<file path="config.mk">
export PLATFORM = sky130hd
export DESIGN_NAME = sprite_anim_ctrl
export DESIGN_NICKNAME = d
export VERILOG_FILES = /design/src/rtl/sprite_anim_ctrl.sv
export SDC_FILE = /design/constraint.sdc
export NUM_CORES = 1
export LEC_CHECK = 0
export ABC_AREA = 1
export CORE_MARGIN = 2
export CORE_UTILIZATION = 53
export DETAILED_ROUTE_END_ITERATION = 8
export PLACE_DENSITY_LB_ADDON = 0.1
export RECOVER_POWER = 100
export SLEW_MARGIN = 30
export SYNTH_ARGS = -nofsm -noshare
export SYNTH_HDL_FRONTEND = slang
export SYNTH_SLANG_ARGS = --single-unit
export TNS_END_PERCENT = 100
</file>
<file path="constraint.sdc">
create_clock -name vga_clk -period 3.8 [get_ports vga_clk]
set_input_delay 0.76 -clock vga_clk [delete_from_list [all_inputs] [get_ports vga_clk]]
set_output_delay 0.76 -clock vga_clk [all_outputs]
set_load 0.05 [all_outputs]
</file>
<file path="src/rtl/sprite_anim_ctrl.sv">
// Player sprite animation and movement sequencer: decodes the keycode into a facing
// direction, alternates the two walk frames and gates stepping on background collisions.
module sprite_anim_ctrl #(
   parameter int FRAME_DIV = 8,
   parameter int CNT_W     = 4
) (
   input  logic       vga_clk,
   input  logic       reset_n,
   input  logic [7:0] keycode,
   input  logic       frame_start,
   input  logic       collision,
   output logic [1:0] dir,
   output logic       frame_sel,
   output logic       moving,
   output logic       blocked,
   output logic       move_pulse
);

   typedef enum logic [1:0] {
      IDLE = 2'd0,
      WALK = 2'd1,
      PUSH = 2'd2
   } state_t;

   localparam logic [CNT_W-1:0] LAST_CNT = CNT_W'(FRAME_DIV - 1);

   state_t           r_state;
   state_t           w_nextState;
   logic [1:0]       r_dir;
   logic             r_frameSel;
   logic [CNT_W-1:0] r_cnt;
   logic             r_colSeen;
   logic             r_blocked;
   logic [1:0]       r_blockedDir;
   logic             r_movePulse;

   logic             w_kValid;
   logic [1:0]       w_key;
   logic             w_blkN;
   logic [1:0]       w_bdirN;
   logic             w_pushHit;
   logic [1:0]       w_dirN;
   logic             w_selN;
   logic [CNT_W-1:0] w_cntN;
   logic             w_pulseN;

   always_comb begin
      w_kValid = 1'b1;
      w_key    = 2'b00;
      case (keycode)
         8'h07:   w_key = 2'b00;
         8'h04:   w_key = 2'b01;
         8'h1A:   w_key = 2'b10;
         8'h16:   w_key = 2'b11;
         default: w_kValid = 1'b0;
      endcase
   end

   // A collision seen during the previous frame blocks whatever direction we were facing.
   always_comb begin
      w_blkN  = r_blocked;
      w_bdirN = r_blockedDir;
      if (r_colSeen) begin
         w_blkN  = 1'b1;
         w_bdirN = r_dir;
      end else if (!w_kValid || (w_key != r_blockedDir)) begin
         w_blkN = 1'b0;
      end
      w_pushHit = w_kValid && w_blkN && (w_key == w_bdirN);
   end

   always_comb begin
      w_nextState = r_state;
      if (frame_start) begin
         if (!w_kValid)
            w_nextState = IDLE;
         else if (w_pushHit)
            w_nextState = PUSH;
         else
            w_nextState = WALK;
      end
   end

   always_comb begin
      w_dirN   = r_dir;
      w_selN   = r_frameSel;
      w_cntN   = r_cnt;
      w_pulseN = 1'b0;
      if (frame_start) begin
         case (w_nextState)
            IDLE: begin
               w_selN = 1'b0;
               w_cntN = '0;
            end
            WALK: begin
               w_dirN   = w_key;
               w_pulseN = 1'b1;
               if (r_cnt == LAST_CNT) begin
                  w_cntN = '0;
                  w_selN = ~r_frameSel;
               end else begin
                  w_cntN = r_cnt + CNT_W'(1);
               end
            end
            PUSH:    w_dirN = w_key;
            default: w_dirN = r_dir;
         endcase
      end
   end

   // A collision on the frame_start cycle itself belongs to the frame that is starting.
   always_ff @(posedge vga_clk or negedge reset_n) begin
      if (!reset_n) begin
         r_state      <= IDLE;
         r_dir        <= 2'b11;
         r_frameSel   <= 1'b0;
         r_cnt        <= '0;
         r_colSeen    <= 1'b0;
         r_blocked    <= 1'b0;
         r_blockedDir <= 2'b11;
         r_movePulse  <= 1'b0;
      end else begin
         r_state     <= w_nextState;
         r_dir       <= w_dirN;
         r_frameSel  <= w_selN;
         r_cnt       <= w_cntN;
         r_movePulse <= w_pulseN;
         if (frame_start) begin
            r_colSeen    <= collision;
            r_blocked    <= w_blkN;
            r_blockedDir <= w_bdirN;
         end else if (collision) begin
            r_colSeen <= 1'b1;
         end
      end
   end

   assign dir        = r_dir;
   assign frame_sel  = r_frameSel;
   assign moving     = (r_state == WALK);
   assign blocked    = r_blocked;
   assign move_pulse = r_movePulse;

endmodule

</file>
== Word-level counts from Yosys, hierarchy flattened ==
Index checks and enable logic that the tools add are counted.
W data, S select, Z words.

* Register bits after elaboration: 14
* Latch bits: 0
* Bits in writable memories: 0
* ROM bits: 0
* Input port bits: 12
* Memories: 0

* Add/subtract/negate cells: 1
* Multipliers: 0
* Div/mod/pow operators: 0
* Order comparisons: 0
* Equal/unequal tests: 11
* Shift operators: 0
* Mux-type cells: 16
* Bitwise logic cells: 1
* Reduce and logical (&&, ||, !) cells: 12

{| class="wikitable"
|+ Operators with widths
! operator !! number
|-
| $eq A8 B3 Y1 const B || 2
|-
| $eq A8 B5 Y1 const B || 2
|-
| $mux W1 || 8
|-
| $mux W2 || 4
|-
| $pmux W4 S2 || 1
|-
| $pmux W2 S3 || 1
|-
| $add A4 B1 Y4 const B || 1
|-
| $eq A2 B1 Y1 const B || 2
|-
| $eq A4 B3 Y1 const B || 1
|-
| $mux W4 || 1
|-
| $reduce_and A2 Y1 || 2
|-
| $reduce_bool A2 Y1 || 2
|-
| $reduce_or A4 Y1 || 1
|-
| $reduce_and A3 Y1 || 1
|-
| $eq A2 B2 Y1 || 1
|-
| $eq A2 B2 Y1 const B || 1
|-
| $logic_and A1 B1 Y1 || 2
|-
| $logic_not A2 Y1 || 1
|-
| $ne A2 B2 Y1 || 1
|-
| $ne A2 B2 Y1 const B || 1
|-
| $pmux W1 S2 || 1
|-
| $reduce_or A2 Y1 || 1
|-
| $logic_not A1 Y1 || 1
|-
| $logic_or A1 B1 Y1 || 1
|-
| $not A1 Y1 || 1
|}

== Depth between registers and ports, before layout ==
* Word-level depth: 15
* Gate-level depth with buffers: 17
* Depth with buffers taken out: 17

== Least setup slack after synthesis ==
No wires, ideal clock.

* Path kind: input-to-reg
* Start point: input keycode[5]
* End point: register r_cnt[3]
* Library setup time: 0.077 ns
* Data arrival time: 2.560 ns
* Required time: 3.723 ns
* Slack: 1.163 ns
* Stages on the path: 15
* Buffers on the path: 0
* Cells stage by stage: inv_1 > nand2_1 > nor2_2 > nand3_2 > xor2_1 > nor2_2 > nand3_2 > nand2_2 > inv_2 > ha_1 > o21ai_0 > inv_1 > nand4_1 > o22ai_1 > a21oi_1

* Word-level cells in the longest chain between the ends: 15

{| class="wikitable"
|+ Ends and longest elaborated chain
! element !! RTL line !! RTL
|-
| from (decl) || 9 || <nowiki>input logic [7:0] keycode,</nowiki>
|-
| $eq A8 B5 Y1 / $eq A8 B3 Y1 (equally long branches) || 50 || <nowiki>case (keycode)</nowiki>
|-
| $reduce_or A4 Y1 (no line) || n/a ||
|-
| $mux W1 || 50 ||
|-
| $logic_not A1 Y1 || n/a ||
|-
| $logic_or A1 B1 Y1 || 66 || <nowiki>end else if (!w_kValid || (w_key != r_blockedDir)) begin</nowiki>
|-
| $mux W1 || 66 ||
|-
| $mux W1 || 63 || <nowiki>if (r_colSeen) begin</nowiki>
|-
| $logic_and A1 B1 Y1 (2 in series) || 69 || <nowiki>w_pushHit = w_kValid && w_blkN && (w_key == w_bdirN);</nowiki>
|-
| $mux W2 || 77 || <nowiki>else if (w_pushHit)</nowiki>
|-
| $mux W2 (*) || 75 || <nowiki>if (!w_kValid)</nowiki>
|-
| $mux W2 (*) || 74 || <nowiki>if (frame_start) begin</nowiki>
|-
| named net w_nextState[0] || 28 || <nowiki>state_t w_nextState;</nowiki>
|-
| $eq A2 B1 Y1 / $logic_not A2 Y1 (equally long branches) || 90 || <nowiki>case (w_nextState)</nowiki>
|-
| $reduce_bool A2 Y1 (no line) || n/a ||
|-
| $reduce_and A2 Y1 (no line) || n/a ||
|-
| to (signal assigned) || 126 || <nowiki>r_cnt <= w_cntN;</nowiki>
|-
| to (decl) || 31 || <nowiki>logic [CNT_W-1:0] r_cnt;</nowiki>
|}

Mark *: on every way through the listed nets, which the timed path passes. The rest lies on a longest branch.
A chain may end at the register's enable or synchronous reset.

== Worst setup path in the final report ==
* Start point: input keycode[1]
* End point: register r_cnt[3]

The elaborated chain is that of the path after synthesis.

==> results.json <==
{
  "outcome": "complete, no violations",
  "hold_path_class": "register to register",
  "setup_tns_ns": 0,
  "die_area_um2": 2030,
  "drive_gt1_share_pct": 13.1,
  "setup_viol": 0,
  "worstRegToRegCells": 15,
  "drt_iter0_drc": 22,
  "p_per_area_nw_per_um2": 285,
  "worstMarginPinSlew_ns": 0.656,
  "fillers": 141,
  "clk_pin_slew_ns": 0.08,
  "ir_drop_v": 0.000232,
  "grt_max_degree": 15,
  "hold_depth": 2,
  "place_congestion": 0.842,
  "critPathLaunchType": "input pin",
  "cap_violations": 0,
  "port_buffers": 17,
  "startpoint": "keycode[1]",
  "grt_first_pass_wirelength_um": 2980,
  "vias": 798,
  "ff2ff_setup_slack_ns": 1.35,
  "cts_root_buf": "clkbuf_4",
  "post-route-period-util_pct": 82.9,
  "post_cts_resized": 0,
  "netlist_top_cells_area": "dfrtp_1 (28%), dfstp_2 (12%), nand2_1 (11%)",
  "fin_crit_ns": 3.15,
  "core_area_um2": 1540,
  "cts_sinks": 14,
  "endpoint_kind": "register",
  "antenna_found_initial": 0,
  "wl_per_cell_um": 11.8,
  "cts_setup_buffers": 0,
  "ys_seq_elements": 14,
  "report.final.slew_viol_count": 0,
  "antenna-diode-count": 0,
  "most-common-layout-cells": "nand2_1 (29), inv_1 (20), o21ai_0 (10), dfrtp_1 (10)",
  "grt_setup_unrepaired": "no",
  "seqCellArea_um2": 355,
  "drc": 0,
  "cts_tree": "done",
  "num_rows": 14,
  "syn_avg_cell_area_um2": 7.70,
  "fin_ws_ns": 0.648,
  "r2r-start": "r_blockedDir[1]$_DFFE_PN1P_",
  "final_cell_count_no_fill": 153,
  "die_w_um": 45.1,
  "dpl_cell_area_um2": 1080,
  "hold_end": "dir[0]$_DFFE_PN1P_",
  "grtUsageTotal_pct": 21.0,
  "syn_area_um2": 893,
  "yosys_warnings": 0,
  "htree_levels": 1,
  "path_class": "input pin to register",
  "cp.required_ns": 4.01,
  "clockBufferDepth": 2,
  "fmax_mhz": 317,
  "hold_start": "dir[0]$_DFFE_PN1P_",
  "clock_latency_ns": 0.28,
  "ctsHoldBuffers": 0,
  "crit_path_max_fanout": 5,
  "syn_nets": 132,
  "numCtsBuffers": 3,
  "netlist_instances": 116,
  "wl_um": 1800,
  "final_common_cell": "nand2_1",
  "multi_input_comb_area_um2": 430,
  "ant_nets": 0,
  "area_growth_pct": 21.4,
  "finalInstanceArea_um2": 1080,
  "placedCellCount": 149,
  "max_slew_margin_pct": 56.1,
  "grt_pass1_vias": 702,
  "avgViaCountPerCell": 5.22,
  "power_uw": 309,
  "hpwlAfterDp_um": 1410,
  "place_ws_ns": 0.613,
  "start_util_pct": 58.0,
  "final_nets": 154,
  "finClkSkew_ns": 0.00883,
  "cp.arrival_ns": 3.36,
  "synth.distinct_cells": 23,
  "firstDrtPassIters": 5,
  "io_pins": 18,
  "die_y_um": 45.1,
  "rr_endpoint": "r_cnt[3]$_DFFE_PN0P_",
  "overflow": 0,
  "p_leak_nw": 0.530,
  "ys_seq_area_share_pct": 39.8,
  "yosys.area.top_type": "dfrtp_1",
  "synth_top_area_share_pct": 28.0,
  "finalHoldViolCount": 0
}
==> synth_stat cells <==
cell	instances
xor2_1	1
dfstp_2	4
nor2_2	4
a21oi_2	1
or2_2	1
ha_1	4
buf_6	1
dfrtp_1	10
nand3_1	7
nand2_2	4
o21ai_0	10
a31oi_1	1
nor2_1	5
xnor2_1	1
o22ai_1	1
nand2_1	27
inv_1	19
o21bai_1	1
o21a_1	1
a21oi_1	4
nand4_1	2
inv_2	2
nand3_2	5
==> worst max-delay path, cell delays in order <==
cell	delay, ns
dlygate4sd3_1	0.60
xnor2_1	0.25
nand2_1	0.16
nand3_1	0.12
nand3_2	0.08
nor2_1	0.11
nand3_1	0.11
nand2_1	0.11
inv_1	0.07
ha_1	0.22
o21ai_0	0.14
clkbuf_1	0.21
inv_1	0.11
nand4_1	0.12
o22ai_1	0.08
a21oi_1	0.11
==> cells by family (layout without fill, tap and decap cells) <==
logic type,after synthesis,count (layout),share of synthesized area [%]
flops,14,14,39.8
compound gates,19,19,11.9
simple gates,55,55,30.7
fa+ha+maj,4,4,5.60
xor+xnor,2,2,1.96
buf+inv,22,43,10.1
==> stage by stage <==
stage          utilization [%]  hold slack [ns]
2_1_floorplan                -            0.464
3_3_place_gp              70.0            0.483
3_5_place_dp              70.0            0.488
4_1_cts                   71.8            0.500
5_1_grt                   70.4            0.522
6_report                  70.4            0.496
==> layer usage <==
layer	vias up	wire (um)	track usage, %
met5	-	0	0
met4	0	72	15.3
met3	10	129	6.00
met2	35	767	28.6
met1	343	832	28.2
li1	410	-	-
==> where the power goes <==
| group | internal [mW] | switching (mW) |
|---|---|---|
| sequential | 0.157 | 0.00329 |
| clock | 0.0407 | 0.0455 |
| combinational | 0.0243 | 0.0387 |
==> state kept, by name (all words and copies together) (netlist names) <==
register / count
blocked: 1
dir: 2
frame_sel: 1
move_pulse: 1
r_blockedDir: 2
r_cnt: 4
r_colSeen: 1
r_state: 2
==> final cells by class <==
cell class	instances	area share (%)
tap	16	1.85
multi-input combinational	80	39.7
timing repair buffer	18	16.0
inverter	21	7.27
sequential	14	32.8
clock buffer	4	2.42
==> how the worst max path moves through the flow <==
stage / end / slack (ns) / cells past startpoint
after detailed placement: r_cnt[3]$_DFFE_PN0P_ / 0.61 / 17
final: r_cnt[3]$_DFFE_PN0P_ / 0.65 / 16
after global placement: r_cnt[3]$_DFFE_PN0P_ / 0.71 / 17
after global routing: r_cnt[3]$_DFFE_PN0P_ / 0.39 / 16
after floorplan: r_cnt[3]$_DFFE_PN0P_ / 1.16 / 15
after CTS: r_cnt[3]$_DFFE_PN0P_ / 0.90 / 17
No activity file was read; power rests on OpenSTA's default activity.
